===== src/rtl/mtimer_wb_pkg.sv =====
// Shared constants for the machine timer register block: register map, reset values,
// bus width, and the Wishbone byte-lane merge helper.
package mtimer_wb_pkg;

  localparam int unsigned WB_DW    = 32;
  localparam int unsigned WB_SEL_W = WB_DW / 8;

  localparam logic [3:0] MTIME_LO    = 4'h0;
  localparam logic [3:0] MTIME_HI    = 4'h4;
  localparam logic [3:0] MTIMECMP_LO = 4'h8;
  localparam logic [3:0] MTIMECMP_HI = 4'hC;

  localparam logic [63:0] MTIMECMP_RST = 64'hFFFF_FFFF_FFFF_FFFF;

  // Replace the byte lanes of old_val enabled in sel with the matching lanes of wdat.
  function automatic logic [WB_DW-1:0] wb_merge(input logic [WB_DW-1:0]    old_val,
                                                input logic [WB_DW-1:0]    wdat,
                                                input logic [WB_SEL_W-1:0] sel);
    logic [WB_DW-1:0] merged;
    merged = old_val;
    for (int unsigned b = 0; b < WB_SEL_W; b++) begin
      if (sel[b]) merged[8*b +: 8] = wdat[8*b +: 8];
    end
    return merged;
  endfunction

endpackage


===== src/rtl/mtimer_prescaler.sv =====
// Divides clk down to the mtime increment rate: inc_en_c_o is high one cycle in PRESCALE.
module mtimer_prescaler #(
  parameter int unsigned PRESCALE = 1
) (
  input  logic clk_i,
  input  logic res_i,
  output logic inc_en_c_o
);

  localparam int unsigned CW   = (PRESCALE > 1) ? $clog2(PRESCALE) : 1;
  localparam logic [CW-1:0] LAST = CW'(PRESCALE - 1);

  logic [CW-1:0] count_q, count_d;

  always_comb begin
    count_d = (count_q == LAST) ? '0 : count_q + CW'(1);
  end

  always_ff @(posedge clk_i) begin
    if (res_i) count_q <= '0;
    else       count_q <= count_d;
  end

  assign inc_en_c_o = (count_q == LAST);

endmodule


===== src/rtl/mtimer_wb.sv =====
// RISC-V machine timer (mtime/mtimecmp) behind a Wishbone pipelined slave port,
// producing the watchdog tick pulse and the machine timer interrupt.
module mtimer_wb
  import mtimer_wb_pkg::*;
#(
  parameter int unsigned WB_DATA_WIDTH = WB_DW,
  parameter int unsigned WB_ADDR_WIDTH = 4,
  parameter int unsigned CNTR_WIDTH    = 64,
  parameter int unsigned PRESCALE      = 1,
  parameter int unsigned WDG_TICK_BIT  = 2
) (
  input  logic                       clk,
  input  logic                       res,
  input  logic                       i_wb_cyc,
  input  logic                       i_wb_stb,
  output logic                       o_wb_stall,
  input  logic [WB_ADDR_WIDTH-1:0]   i_wb_adr,
  input  logic                       i_wb_we,
  input  logic [WB_DATA_WIDTH-1:0]   i_wb_dat,
  input  logic [WB_DATA_WIDTH/8-1:0] i_wb_sel,
  output logic                       o_wb_ack,
  output logic                       o_wb_err,
  output logic [WB_DATA_WIDTH-1:0]   o_wb_dat,
  output logic                       o_wdg_tick,
  output logic                       o_irq_mtip
);

  localparam int unsigned HW = WB_DATA_WIDTH;

  logic                  inc_en_c;
  logic                  accept_c, adr_ok_c, wr_c, rd_c;
  logic [CNTR_WIDTH-1:0] mtime_q, mtime_d;
  logic [CNTR_WIDTH-1:0] mtimecmp_q, mtimecmp_d;
  logic [HW-1:0]         shadow_hi_q, shadow_hi_d;
  logic [HW-1:0]         dat_q, dat_d;
  logic                  ack_q, err_q, stall_q, tick_q, irq_q;

  mtimer_prescaler #(.PRESCALE(PRESCALE)) u_prescaler (
    .clk_i      (clk),
    .res_i      (res),
    .inc_en_c_o (inc_en_c)
  );

  // Bus decode and next-state of the timer registers; a SW write to mtime replaces the increment.
  always_comb begin
    accept_c    = i_wb_cyc & i_wb_stb & ~stall_q;
    adr_ok_c    = (i_wb_adr[1:0] == 2'b00);
    wr_c        = accept_c & adr_ok_c & i_wb_we & (|i_wb_sel);
    rd_c        = accept_c & adr_ok_c & ~i_wb_we;
    mtime_d     = mtime_q + CNTR_WIDTH'(inc_en_c);
    mtimecmp_d  = mtimecmp_q;
    shadow_hi_d = shadow_hi_q;
    dat_d       = '0;

    if (wr_c) begin
      unique case (i_wb_adr[3:0])
        MTIME_LO:    mtime_d    = {mtime_q[CNTR_WIDTH-1:HW],
                                   wb_merge(mtime_q[HW-1:0], i_wb_dat, i_wb_sel)};
        MTIME_HI:    mtime_d    = {wb_merge(mtime_q[CNTR_WIDTH-1:HW], i_wb_dat, i_wb_sel),
                                   mtime_q[HW-1:0]};
        MTIMECMP_LO: mtimecmp_d = {mtimecmp_q[CNTR_WIDTH-1:HW],
                                   wb_merge(mtimecmp_q[HW-1:0], i_wb_dat, i_wb_sel)};
        MTIMECMP_HI: mtimecmp_d = {wb_merge(mtimecmp_q[CNTR_WIDTH-1:HW], i_wb_dat, i_wb_sel),
                                   mtimecmp_q[HW-1:0]};
        default: ;
      endcase
    end

    // Reading the low half latches the high half so lo-then-hi forms one atomic 64-bit value.
    if (rd_c) begin
      unique case (i_wb_adr[3:0])
        MTIME_LO: begin
          dat_d       = mtime_q[HW-1:0];
          shadow_hi_d = mtime_q[CNTR_WIDTH-1:HW];
        end
        MTIME_HI:    dat_d = shadow_hi_q;
        MTIMECMP_LO: dat_d = mtimecmp_q[HW-1:0];
        MTIMECMP_HI: dat_d = mtimecmp_q[CNTR_WIDTH-1:HW];
        default: ;
      endcase
    end
  end

  always_ff @(posedge clk) begin
    if (res) begin
      mtime_q     <= '0;
      mtimecmp_q  <= CNTR_WIDTH'(MTIMECMP_RST);
      shadow_hi_q <= '0;
      dat_q       <= '0;
      ack_q       <= 1'b0;
      err_q       <= 1'b0;
      stall_q     <= 1'b0;
      tick_q      <= 1'b0;
      irq_q       <= 1'b0;
    end else begin
      mtime_q     <= mtime_d;
      mtimecmp_q  <= mtimecmp_d;
      shadow_hi_q <= shadow_hi_d;
      dat_q       <= dat_d;
      ack_q       <= accept_c & adr_ok_c;
      err_q       <= accept_c & ~adr_ok_c;
      stall_q     <= accept_c;
      tick_q      <= mtime_d[WDG_TICK_BIT] ^ mtime_q[WDG_TICK_BIT];
      irq_q       <= (mtime_q >= mtimecmp_q);
    end
  end

  assign o_wb_stall = stall_q;
  assign o_wb_ack   = ack_q;
  assign o_wb_err   = err_q;
  assign o_wb_dat   = dat_q;
  assign o_wdg_tick = tick_q;
  assign o_irq_mtip = irq_q;

endmodule


===== config.mk =====
export PLATFORM = sky130hd
export DESIGN_NAME = mtimer_wb
export DESIGN_NICKNAME = d
export VERILOG_FILES = /design/src/rtl/mtimer_wb_pkg.sv /design/src/rtl/mtimer_prescaler.sv /design/src/rtl/mtimer_wb.sv
export SDC_FILE = /design/constraint.sdc
export NUM_CORES = 1
export LEC_CHECK = 0
export CORE_ASPECT_RATIO = 0.7
export CORE_MARGIN = 8
export CORE_UTILIZATION = 59
export DETAILED_ROUTE_END_ITERATION = 8
export PLACE_DENSITY = 0.8
export SLEW_MARGIN = 10
export SYNTH_ARGS = -nofsm -noshare
export SYNTH_HDL_FRONTEND = slang
export SYNTH_HIERARCHICAL = 1
export SYNTH_SLANG_ARGS = --single-unit

===== constraint.sdc =====
create_clock -name clk -period 4.11 [get_ports clk]
set_input_delay 1.233 -clock clk [delete_from_list [all_inputs] [get_ports clk]]
set_output_delay 1.233 -clock clk [all_outputs]
set_load 0.01 [all_outputs]

; Word level (Yosys, flattened, before mapping)
; Index checks and enable logic that the tools add are counted.
[totals]
mem_count = 0
inputBits = 45
latchBits = 0
wordCells = 87
out_inout_bits = 37
register_bits = 198
mem_bits_ro = 0
ram_bits = 0
[classes]
order_cmp = 1
n_div = 0
muxes = 9
n_reduce_logical = 22
eq_ne = 13
n_addsub = 2
n_shift = 0
bitwise = 15
n_mul = 0
[ops]
columns = op, n
row1 = case mux 64 bit (2 select lines), 2
row2 = case mux 32 bit (4 select lines), 1
row3 = adder 64 x 1 -> 64 bit, 1
row4 = >= comparator 64 bit, 1
row5 = two-way mux 64 bit, 1
row6 = two-way mux 8 bit, 5
row7 = AND reduction 4 bit, 8
row8 = != test 3 bit (second input constant), 8
row9 = AND reduction 2 bit, 9
row10 = equality test 4 bit (second input constant), 2
row11 = bitwise AND 1 bit, 7
row12 = inverter 1 bit, 7
row13 = equality test 4 x 3 -> 1 bit (second input constant), 1
row14 = zero test 4 bit, 1
row15 = != test 2 bit (second input constant), 2
row16 = OR reduction 2 bit, 2
row17 = OR reduction 4 bit, 1
row18 = zero test 2 bit, 1
row19 = adder 1 bit (second input constant), 1
row20 = XOR 1 bit, 1

; Depth between registers and ports, before layout
; Gate-level depths: netlist of the first run.
[logic_depth]
word_depth = 7
ltp_mapped = 9
ltp_nobuf = 9

; Hierarchy
; Netlist of the first run, hierarchy kept.
[by_module_without_submodules]
columns = mod, seq_area_each_um2, area_each_um2, cells_per_inst, n_inst
row1 = mtimer_wb, 3943.8, 10870.4, 1369, 1
row2 = mtimer_prescaler, 20.0, 27.5, 3, 1

; Worst setup path before layout of the first run
; Ideal clock, no wire load.
[synth_timing]
path_kind = input-to-reg
start = input i_wb_adr[1]
end = register mtime_q[12]
stages = 7
n_path_buf = 3
setup_slack_ns = 0.838
setup_ns = 0.128
t_arrival_ns = 3.145
required_ns = 3.982
cell_sequence = or3b_2 > or4_1 > buf_2 > clkbuf_1 > clkbuf_1 > a222oi_1 > nor2_1
[synth_via]
elab_chain_len = 6
word_cells_on_any_way = 11
classes_between = eq/ne: 3 / mux: 2 / bitwise: 3 / reduce/logical: 3
[synth_rtl]
columns = element, line
row1 = from (decl), mtimer_wb.sv:17  ; input logic [WB_ADDR_WIDTH-1:0] i_wb_adr,
row2 = zero test 2 bit, mtimer_wb.sv:47  ; adr_ok_c = (i_wb_adr[1:0] == 2'b00);
row3 = bitwise AND 1 bit (3 in a row), mtimer_wb.sv:48  ; wr_c = accept_c & adr_ok_c & i_wb_we & (|i_wb_sel);
row4 = != test 3 bit (no line) or != test 2 bit (tied branches), n/a
row5 = AND reduction 2 bit (no line), n/a
row6 = to (signal assigned), mtimer_wb.sv:96  ; mtime_q <= mtime_d;
row7 = to (decl), mtimer_wb.sv:32  ; logic [CNTR_WIDTH-1:0] mtime_q, mtime_d;
; Parallel ways exist; a longest one is shown, timed or not.
; A chain may end at the register's enable or synchronous reset.

; Worst setup path after layout of the first run
[layout_timing]
start = input i_wb_sel[2]
end = register mtime_q[34]
[layout_via]
elab_chain_len = 4
word_cells_on_any_way = 6
classes_between = eq/ne: 2 / mux: 1 / bitwise: 1 / reduce/logical: 2
[layout_rtl]
columns = element, line
row1 = from (decl), mtimer_wb.sv:20  ; input logic [WB_DATA_WIDTH/8-1:0] i_wb_sel,
row2 = OR reduction 4 bit *, mtimer_wb.sv:48
row3 = bitwise AND 1 bit *, mtimer_wb.sv:48
row4 = != test 3 bit (no line) or != test 2 bit (tied branches), n/a
row5 = AND reduction 2 bit (no line), n/a
; Every way passes the cells marked *; elsewhere a longest branch is shown, timed or not.

==> impl_metrics.ini, run 1 <==
[clock_network]
clock-sinks = 198
path_clk_slew_ps = 70
htree_levels = 4
ctsResizeCount = 0
cts_setup_buffers = 0
insertion_delay_ps = 440
cts_tree = yes
clock-root-buffer = clkbuf_16
hold_buffers = 0
clockBufferDepth = 2
cts_made_buffers = 17

[critical_path]
slowest_stage = nor3_1
r2r_slack_ps = 1090
critPathKind = in -> reg
cp-end-kind = flop
critPathMaxFanout = 34
arrival_ps = 3870
cp_common_cell = nor3_1
path_cells = clkdlybuf4s50_1 > nor4_1 > buf_4 > nor4_4 > buf_12 > nor3_1 > a211oi_1 > nor3_1
startpoint_type = primary input
cpPeakStageDelay_ps = 820
cp.required_ps = 4470

[finish]
instances_no_fill = 1683
syn2layout_area_growth_pct = 16.35
final_cell_area_um2 = 12680
drive_gt1_share_pct = 9.675
diodes = 0
final_net_count = 1546
fin_util_pct = 70.22

[sta]
hold_slack_ps = 449.5
tightest_slew_ps = 991.9
slew_viol_final = 0
layout_setup_ws_ps = 597.0
finalClockSkew_ps = 9.266
hold_violations = 0
slew_headroom_pct = 33.36
fmax_mhz = 284.7
final-setup-viol-count = 0
rsz0062_at_grt = false
setup_tns_ps = 0
fin_crit_sh_pct = 85.47
fin_crit_ps = 3513

[floorplanning]
initial_core_util_pct = 60.35
core.rowCount = 41
io_pins = 82
die_area_um2 = 23150
fp.coreArea_um2 = 18060
die_w_um = 178.4
dieHeight_um = 129.7

[global_route]
grt.total_usage_pct = 30.16
antenna_found_initial = 0
grt_pass1_vias = 9979
grt-ovfl-total = 0
grt_pass1_wl_um = 55370
grt_max_degree = 37

[yosys]
yosys.area.top_type_share_pct = 36.37
synth_edf_count = 0
synthCells = 1372
netlist_area_um2 = 10900
synth_flop_cell = dfxtp_1
yosys_warnings = 6
async_flop_share_pct = 0
synth_cell_types = 67
synth_nets = 1483
synth_seq_cells = 198
synth_top_cell_by_area = dfxtp_1
synth.area.top_cells = dfxtp_1 (36%), ha_1 (7.6%), nand2_1 (7.2%)
ys_top_cells_by_count = nand2_1 (209), dfxtp_1 (198), a21oi_1 (117)
syn-mean-instance-area_um2 = 7.943
yosysMostFrequentCell = nand2_1
seq_area_frac_synth_pct = 36.37

[detailed_routing]
wl_per_cell_um = 20.98
viasPerCell = 6.548
ant_nets = 0
dr.pass1.iters = 6
drt_iter0_drc = 1457
route.detailed.drc = 0
drt_wl_total_um = 35310
vias = 11020

[run_status]
status = finished, final reports clean

[power]
leakage_nw = 5.106
max-vdd-ir-drop_mv = 0.2467
report.power.total_mw = 4.006
power_density_nw_per_um2 = 316.0

[min_path]
hp-class = reg -> reg

[placed_design]
place.gp.congestion = 0.9625
io_buffers = 81
dp_hpwl_um = 25340
place_area_um2 = 12060
place_ws_ps = 233.1
place_inst = 1652

[job]
drv_cap = 0
-- final timing paths --
check	from	end	cells past startpoint
max	i_wb_sel[2]	mtime_q[34]$_SDFFE_PP0P_	8
min	shadow_hi_q[20]$_SDFFE_PP0P_	shadow_hi_q[20]$_SDFFE_PP0P_	2
max reg2reg	mtime_q[26]$_SDFFE_PP0P_	mtime_q[62]$_SDFFE_PP0P_	6
min reg2reg	shadow_hi_q[20]$_SDFFE_PP0P_	shadow_hi_q[20]$_SDFFE_PP0P_	2
-- cell type report --
type                    instances  area (um2)
clock buffers                  19       452.9
well taps                     236       295.3
inverters                      78       292.8
clock inverters                12       166.4
flip-flops and latches        198        3964
multi-input cells            1011        6327
repair buffers                129        1181
fillers                      1503        5378
-- layout by cell type, fill, tap and decap left out, types with 4 or more instances in the layout --
| cell | count |
|---|---|
| o221ai_1 | 5 |
| clkbuf_16 | 17 |
| and4_1 | 13 |
| or4_1 | 8 |
| a221oi_1 | 6 |
| nand2_1 | 209 |
| o211ai_1 | 74 |
| nor4_1 | 18 |
| nand4_1 | 25 |
| a22oi_1 | 34 |
| a21o_1 | 7 |
| a21oi_1 | 117 |
| o21a_1 | 4 |
| xor2_1 | 7 |
| a31oi_1 | 18 |
| nor2_1 | 110 |
| o311ai_0 | 4 |
| nand2b_1 | 4 |
| o21ai_0 | 45 |
| a211oi_1 | 26 |
| a311oi_1 | 7 |
| nor3_1 | 31 |
| clkdlybuf4s50_1 | 78 |
| buf_4 | 46 |
| and2_1 | 5 |
| dfxtp_1 | 198 |
| and3_1 | 30 |
| inv_1 | 77 |
| a41oi_1 | 5 |
| mux2_2 | 34 |
| or2_2 | 5 |
| or3_1 | 6 |
| xnor2_1 | 6 |
| nand3_1 | 35 |
| ha_1 | 66 |
-- routing by layer --
layer,vias up,part of all wire [%],track usage (%)
met5,-,0,0
met4,0,2.0,7.901
met3,68,13,8.023
met2,669,41,42.91
met1,5159,44,44.11
li1,5124,-,-
-- state kept, by name (all words and copies together) (netlist names) --
signal / count
mtimecmp_q: 64
o_wb_err: 1
o_wb_ack: 1
o_wb_dat: 32
o_irq_mtip: 1
o_wb_stall: 1
u_prescaler/count_q: 1
o_wdg_tick: 1
mtime_q: 64
shadow_hi_q: 32
-- cell families (layout without fill, tap and decap cells) --
| family | after synthesis | in the layout | share of synthesized area [%] |
|---|---|---|---|
| simple gates | 524 | 524 | 23.28 |
| compound gates | 370 | 370 | 22.07 |
| flops | 198 | 198 | 36.37 |
| buf+inv | 163 | 238 | 5.718 |
| fa+ha+maj | 66 | 66 | 7.577 |
| mux | 37 | 37 | 3.904 |
| xor+xnor | 13 | 13 | 1.045 |
| other cells | 1 | 1 | 0.03441 |
-- report_power, final --
part	internal [mW]	switching, mW
clock	1.00	0.796
sequential	1.93	0.0102
combinational	0.106	0.168
total	3.03	0.974
-- critical path: cells and delay by family --
family	cells	cell delay [ps]
AO/OA/AOI/OAI	1	160
buffers and inverters	3	1030
AND/OR/NAND/NOR	4	1430
(Power assumes the default switching activity.)
==> run 2, diff against run 1 <==
--- a/config.mk
+++ b/config.mk
@@ -9,7 +9,7 @@
 export CORE_MARGIN = 8
 export CORE_UTILIZATION = 59
 export DETAILED_ROUTE_END_ITERATION = 8
-export PLACE_DENSITY = 0.8
+export PLACE_DENSITY = 0.86
 export SLEW_MARGIN = 10
 export SYNTH_ARGS = -nofsm -noshare
 export SYNTH_HDL_FRONTEND = slang
==> run 2 against run 1 <==
Sequential power hardly changed. Hold slack improved by 4.5 ps. Via count grew 4.1%. Non-clock buffer count fell by 3. Highest routed layer unchanged. Cell area shrank 0.58%. Power fell by 3.2%. Utilization is 0.41 points lower. Sequential share of layout area up 0.18 points. Fmax decreased by 3.0%. Critical path type unchanged. Clock skew grew 0.54 ps. Global-route usage up 0.88 points.
==> impl_metrics.ini, run 2 (synthesis results as in run 1) <==
[detailed_routing]
route.detailed.drc = 0
vias = 11473
dr.pass1.iters = 6
wl_per_cell_um = 21.70
drt_wl_total_um = 36480
drt_iter0_drc = 1611
ant_nets = 0
viasPerCell = 6.825

[sta]
final-setup-viol-count = 0
tightest_slew_ps = 1098
fmax_mhz = 276.0
fin_crit_ps = 3623
fin_crit_sh_pct = 88.15
slew_viol_final = 0
hold_violations = 0
slew_headroom_pct = 26.22
finalClockSkew_ps = 9.805
rsz0062_at_grt = false
setup_tns_ps = 0
hold_slack_ps = 454.0

[critical_path]
critPathKind = in -> reg
rr_worst_depth = 6
critPathMaxFanout = 31
arrival_ps = 3920
r2r_start = mtime_q[2]$_SDFF_PP0_
startpoint = i_wb_we
cp-end-kind = flop
cp.required_ps = 4400
startpoint_type = primary input

[finish]
seq_area_um2 = 3964
final_net_count = 1543
most-common-layout-cells = nand2_1 (209), dfxtp_1 (198), a21oi_1 (117), nor2_1 (110), clkdlybuf4s50_1 (78)
final_common_cell = nand2_1
multi_input_area_um2 = 6327
reg.largest.list = mtime_q x64, mtimecmp_q x64
fill_cells = 1472
fin_util_pct = 69.81
drive_gt1_share_pct = 9.550
syn2layout_area_growth_pct = 15.67
diodes = 0

[power]
leakage_nw = 5.065
max-vdd-ir-drop_mv = 0.2507
report.power.total_mw = 3.877
power_density_nw_per_um2 = 307.5

[floorplanning]
die_w_um = 178.4
dieHeight_um = 129.7
die_area_um2 = 23150
io_pins = 82
initial_core_util_pct = 60.35
core.rowCount = 41
fp.coreArea_um2 = 18060

[global_route]
grt-ovfl-total = 0
grt_pass1_vias = 10643
antenna_found_initial = 0
grt_max_degree = 44
grt_pass1_wl_um = 57150
grt.total_usage_pct = 31.05

[clock_network]
cts_made_buffers = 17
insertion_delay_ps = 450
htree_levels = 4
cts_tree = yes
clock-root-buffer = clkbuf_16
cts_setup_buffers = 0
hold_buffers = 0
ctsResizeCount = 0
path_clk_slew_ps = 70
clock-sinks = 198
clockBufferDepth = 2

[min_path]
hp-class = reg -> reg
worstHoldStart = shadow_hi_q[16]$_SDFFE_PP0P_
min_path_cells = 2

[placed_design]
dp_hpwl_um = 25770
place.gp.congestion = 1.015
io_buffers = 81

[job]
drv_cap = 0

[run_status]
status = finished, final reports clean
## run 2: cell types whose count changed in the layout (fill, tap and decap cells not counted)
cell	before	now
clkinvlp_4	3	5
buf_4	46	43
clkinv_2	1	0
inv_6	3	2
inv_8	2	3
bufinv_16	3	0
clkinv_4	0	3
## run 2: metrics by stage
stage	std cells	area [um2]	setup slack (ps)
2_1_floorplan	1372	10900	837.8
3_3_place_gp	1649	12040	275.8
3_5_place_dp	1649	12040	168.3
4_1_cts	1681	12610	566.4
5_1_grt	1681	12610	465.0
6_report	1681	12610	486.9
## run 2: per-layer routing
layer	global-route usage, %	share of wire [%]	up-vias
met5	0	0	-
li1	-	-	5119
met4	11.39	2.7	0
met1	43.24	41	5390
met3	8.427	14	121
met2	45.25	42	843
## run 2: power by group
part,switching (mW),leakage (nW),internal (mW)
logic,0.170,3.20,0.106
clock network,0.840,0.264,0.827
registers,0.0102,1.60,1.92
## run 2: critical path, cell delays in order
cell             delay (ps)
clkdlybuf4s50_1         510
or3b_2                  530
or4_1                   630
buf_12                  230
nor2_4                  220
nor3_1                   80
a2111oi_0               460
## run 2: cell type report
class | instances | share of cell area [%]
Multi-Input combinational cell | 1011 | 50.19
Sequential cell | 198 | 31.44
Timing Repair Buffer | 126 | 9.191
Clock buffer | 19 | 3.593
Tap cell | 236 | 2.342
Inverter | 78 | 2.323
Clock inverter | 13 | 0.9132
## run 2: worst paths after layout
path / end / slack (ps)
worst max-delay path: mtime_q[7]$_SDFFE_PP0P_ / 490
worst min-delay path: shadow_hi_q[16]$_SDFFE_PP0P_ / 450
worst max register to register: mtime_q[27]$_SDFFE_PP0P_ / 1030
worst min register to register: shadow_hi_q[16]$_SDFFE_PP0P_ / 450
==> run 3, diff against run 2 <==
--- a/config.mk
+++ b/config.mk
@@ -6,7 +6,6 @@
 export NUM_CORES = 1
 export LEC_CHECK = 0
 export CORE_ASPECT_RATIO = 0.7
-export CORE_MARGIN = 8
 export CORE_UTILIZATION = 59
 export DETAILED_ROUTE_END_ITERATION = 8
 export PLACE_DENSITY = 0.86
==> run 3 against run 2 <==
Utilization grew 0.083 points. First-iteration DRC count grew 25%. Sequential power is essentially flat. Sequential share of layout area is essentially flat. Highest routed layer unchanged.
==> impl_metrics.ini, run 3 (synthesis results as in run 1) <==
[detailed_routing]
dr.pass1.iters = 9
vias = 11395
wl_per_cell_um = 21.69
drt_wl_total_um = 36290
viasPerCell = 6.811
ant_nets = 0
drt_iter0_drc = 2019
route.detailed.drc = 0

[sta]
setup_tns_ps = 0
fin_crit_ps = 3596
fmax_mhz = 278.1
slew_viol_final = 0
rsz0062_at_grt = false
tightest_slew_ps = 1167
slew_headroom_pct = 21.49
layout_setup_ws_ps = 514.3
hold_violations = 0
final-setup-viol-count = 0
fin_crit_sh_pct = 87.49
finalClockSkew_ps = 6.884

[critical_path]
arrival_ps = 3970
cpPeakStageDelay_ps = 920
slowest_stage = nor3_1
critPathMaxFanout = 8
cp.required_ps = 4480
startpoint_type = primary input
r2r_slack_ps = 800
critPathKind = in -> reg
cp_common_cell = nor3_1
cp-end-kind = flop
path_cells = clkdlybuf4s50_1 > nor4_1 > buf_4 > nor4_4 > nor3_1 > a211oi_1 > nor3_1

[global_route]
grt_pass1_vias = 10510
grt.total_usage_pct = 38.62
antenna_found_initial = 0
grt_pass1_wl_um = 56460
grt_max_degree = 59
grt-ovfl-total = 0

[finish]
final_common_cell = nand2_1
drive_gt1_share_pct = 9.047
multi_input_area_um2 = 6327
fin_util_pct = 69.89
syn2layout_area_growth_pct = 15.81
instances_no_fill = 1673
seq_area_um2 = 3964
diodes = 0
reg.largest.list = mtime_q x64, mtimecmp_q x64
final_net_count = 1535
most-common-layout-cells = nand2_1 (209), dfxtp_1 (198), a21oi_1 (117), nor2_1 (110), clkdlybuf4s50_1 (78)
fill_cells = 1424

[floorplanning]
fp.coreArea_um2 = 18060
die_area_um2 = 19030
dieHeight_um = 115.7
core.rowCount = 41
io_pins = 82
initial_core_util_pct = 60.35
die_w_um = 164.4

[clock_network]
cts_tree = yes
ctsResizeCount = 0
htree_levels = 4
clock-sinks = 198
cts_setup_buffers = 0
clock-root-buffer = clkbuf_16
clockBufferDepth = 2
path_clk_slew_ps = 80
insertion_delay_ps = 450
cts_made_buffers = 17
hold_buffers = 0

[placed_design]
dp_hpwl_um = 24930
place_ws_ps = 126.2
place.gp.congestion = 0.9908
place_inst = 1641
io_buffers = 81

[power]
max-vdd-ir-drop_mv = 0.1979
report.power.total_mw = 3.979
power_density_nw_per_um2 = 315.3
leakage_nw = 5.059

[run_status]
status = finished, final reports clean

[min_path]
hp-class = reg -> reg

[job]
drv_cap = 0
-- run 3: changes by cell type in the layout (fill, tap and decap cells not counted) --
| cell | change |
|---|---|
| bufinv_16 | +2 |
| clkbuf_8 | -1 |
| buf_12 | +3 |
| clkinvlp_4 | -3 |
| clkinv_2 | +1 |
| buf_4 | -11 |
| inv_6 | +1 |
-- run 3: worst paths after layout --
check | startpoint | to | depth (start not counted)
worst max-delay path | i_wb_sel[2] | mtime_q[34]$_SDFFE_PP0P_ | 7
worst min-delay path | shadow_hi_q[20]$_SDFFE_PP0P_ | shadow_hi_q[20]$_SDFFE_PP0P_ | 2
worst max register to register | mtime_q[2]$_SDFF_PP0_ | mtime_q[27]$_SDFFE_PP0P_ | 6
worst min register to register | shadow_hi_q[20]$_SDFFE_PP0P_ | shadow_hi_q[20]$_SDFFE_PP0P_ | 2
-- run 3: power breakdown --
part	switching [mW]	total [mW]	internal (mW)
Sequential	0.0102	1.93	1.92
Clock	0.829	1.76	0.934
Combinational	0.175	0.281	0.106
Total	1.01	3.98	2.96
-- run 3: metrics by stage --
step | hold WS (ps) | cell area [um2]
after floorplan | 428.9 | 10900
after global placement | 435.7 | 12020
after detailed placement | 445.1 | 12020
after CTS | 454.1 | 12620
after global routing | 473.0 | 12620
final | 453.2 | 12620
-- run 3: per-layer routing --
metal  global-route usage (%)  part of all wire, %  up-vias
li1                         -                    -     5097
met1                    53.35                   40     5300
met2                    56.37                   41      863
met3                    12.46                   15      135
met4                    13.82                  3.0        0
met5                        0                    0        -
-- run 3: area by class of cell --
cell class	count	area share, %
clock buffers	18	3.480
clock inverters	14	1.319
inverters	78	2.320
multi-input cells	1011	50.13
flip-flops and latches	198	31.41
well taps	236	2.340
repair buffers	118	9.002
-- run 3: critical path, delay by kind of cell --
family                 cells  cell delay (ps)
AO/OA/AOI/OAI              1              190
buffers and inverters      2              870
AND/OR/NAND/NOR            4             1680
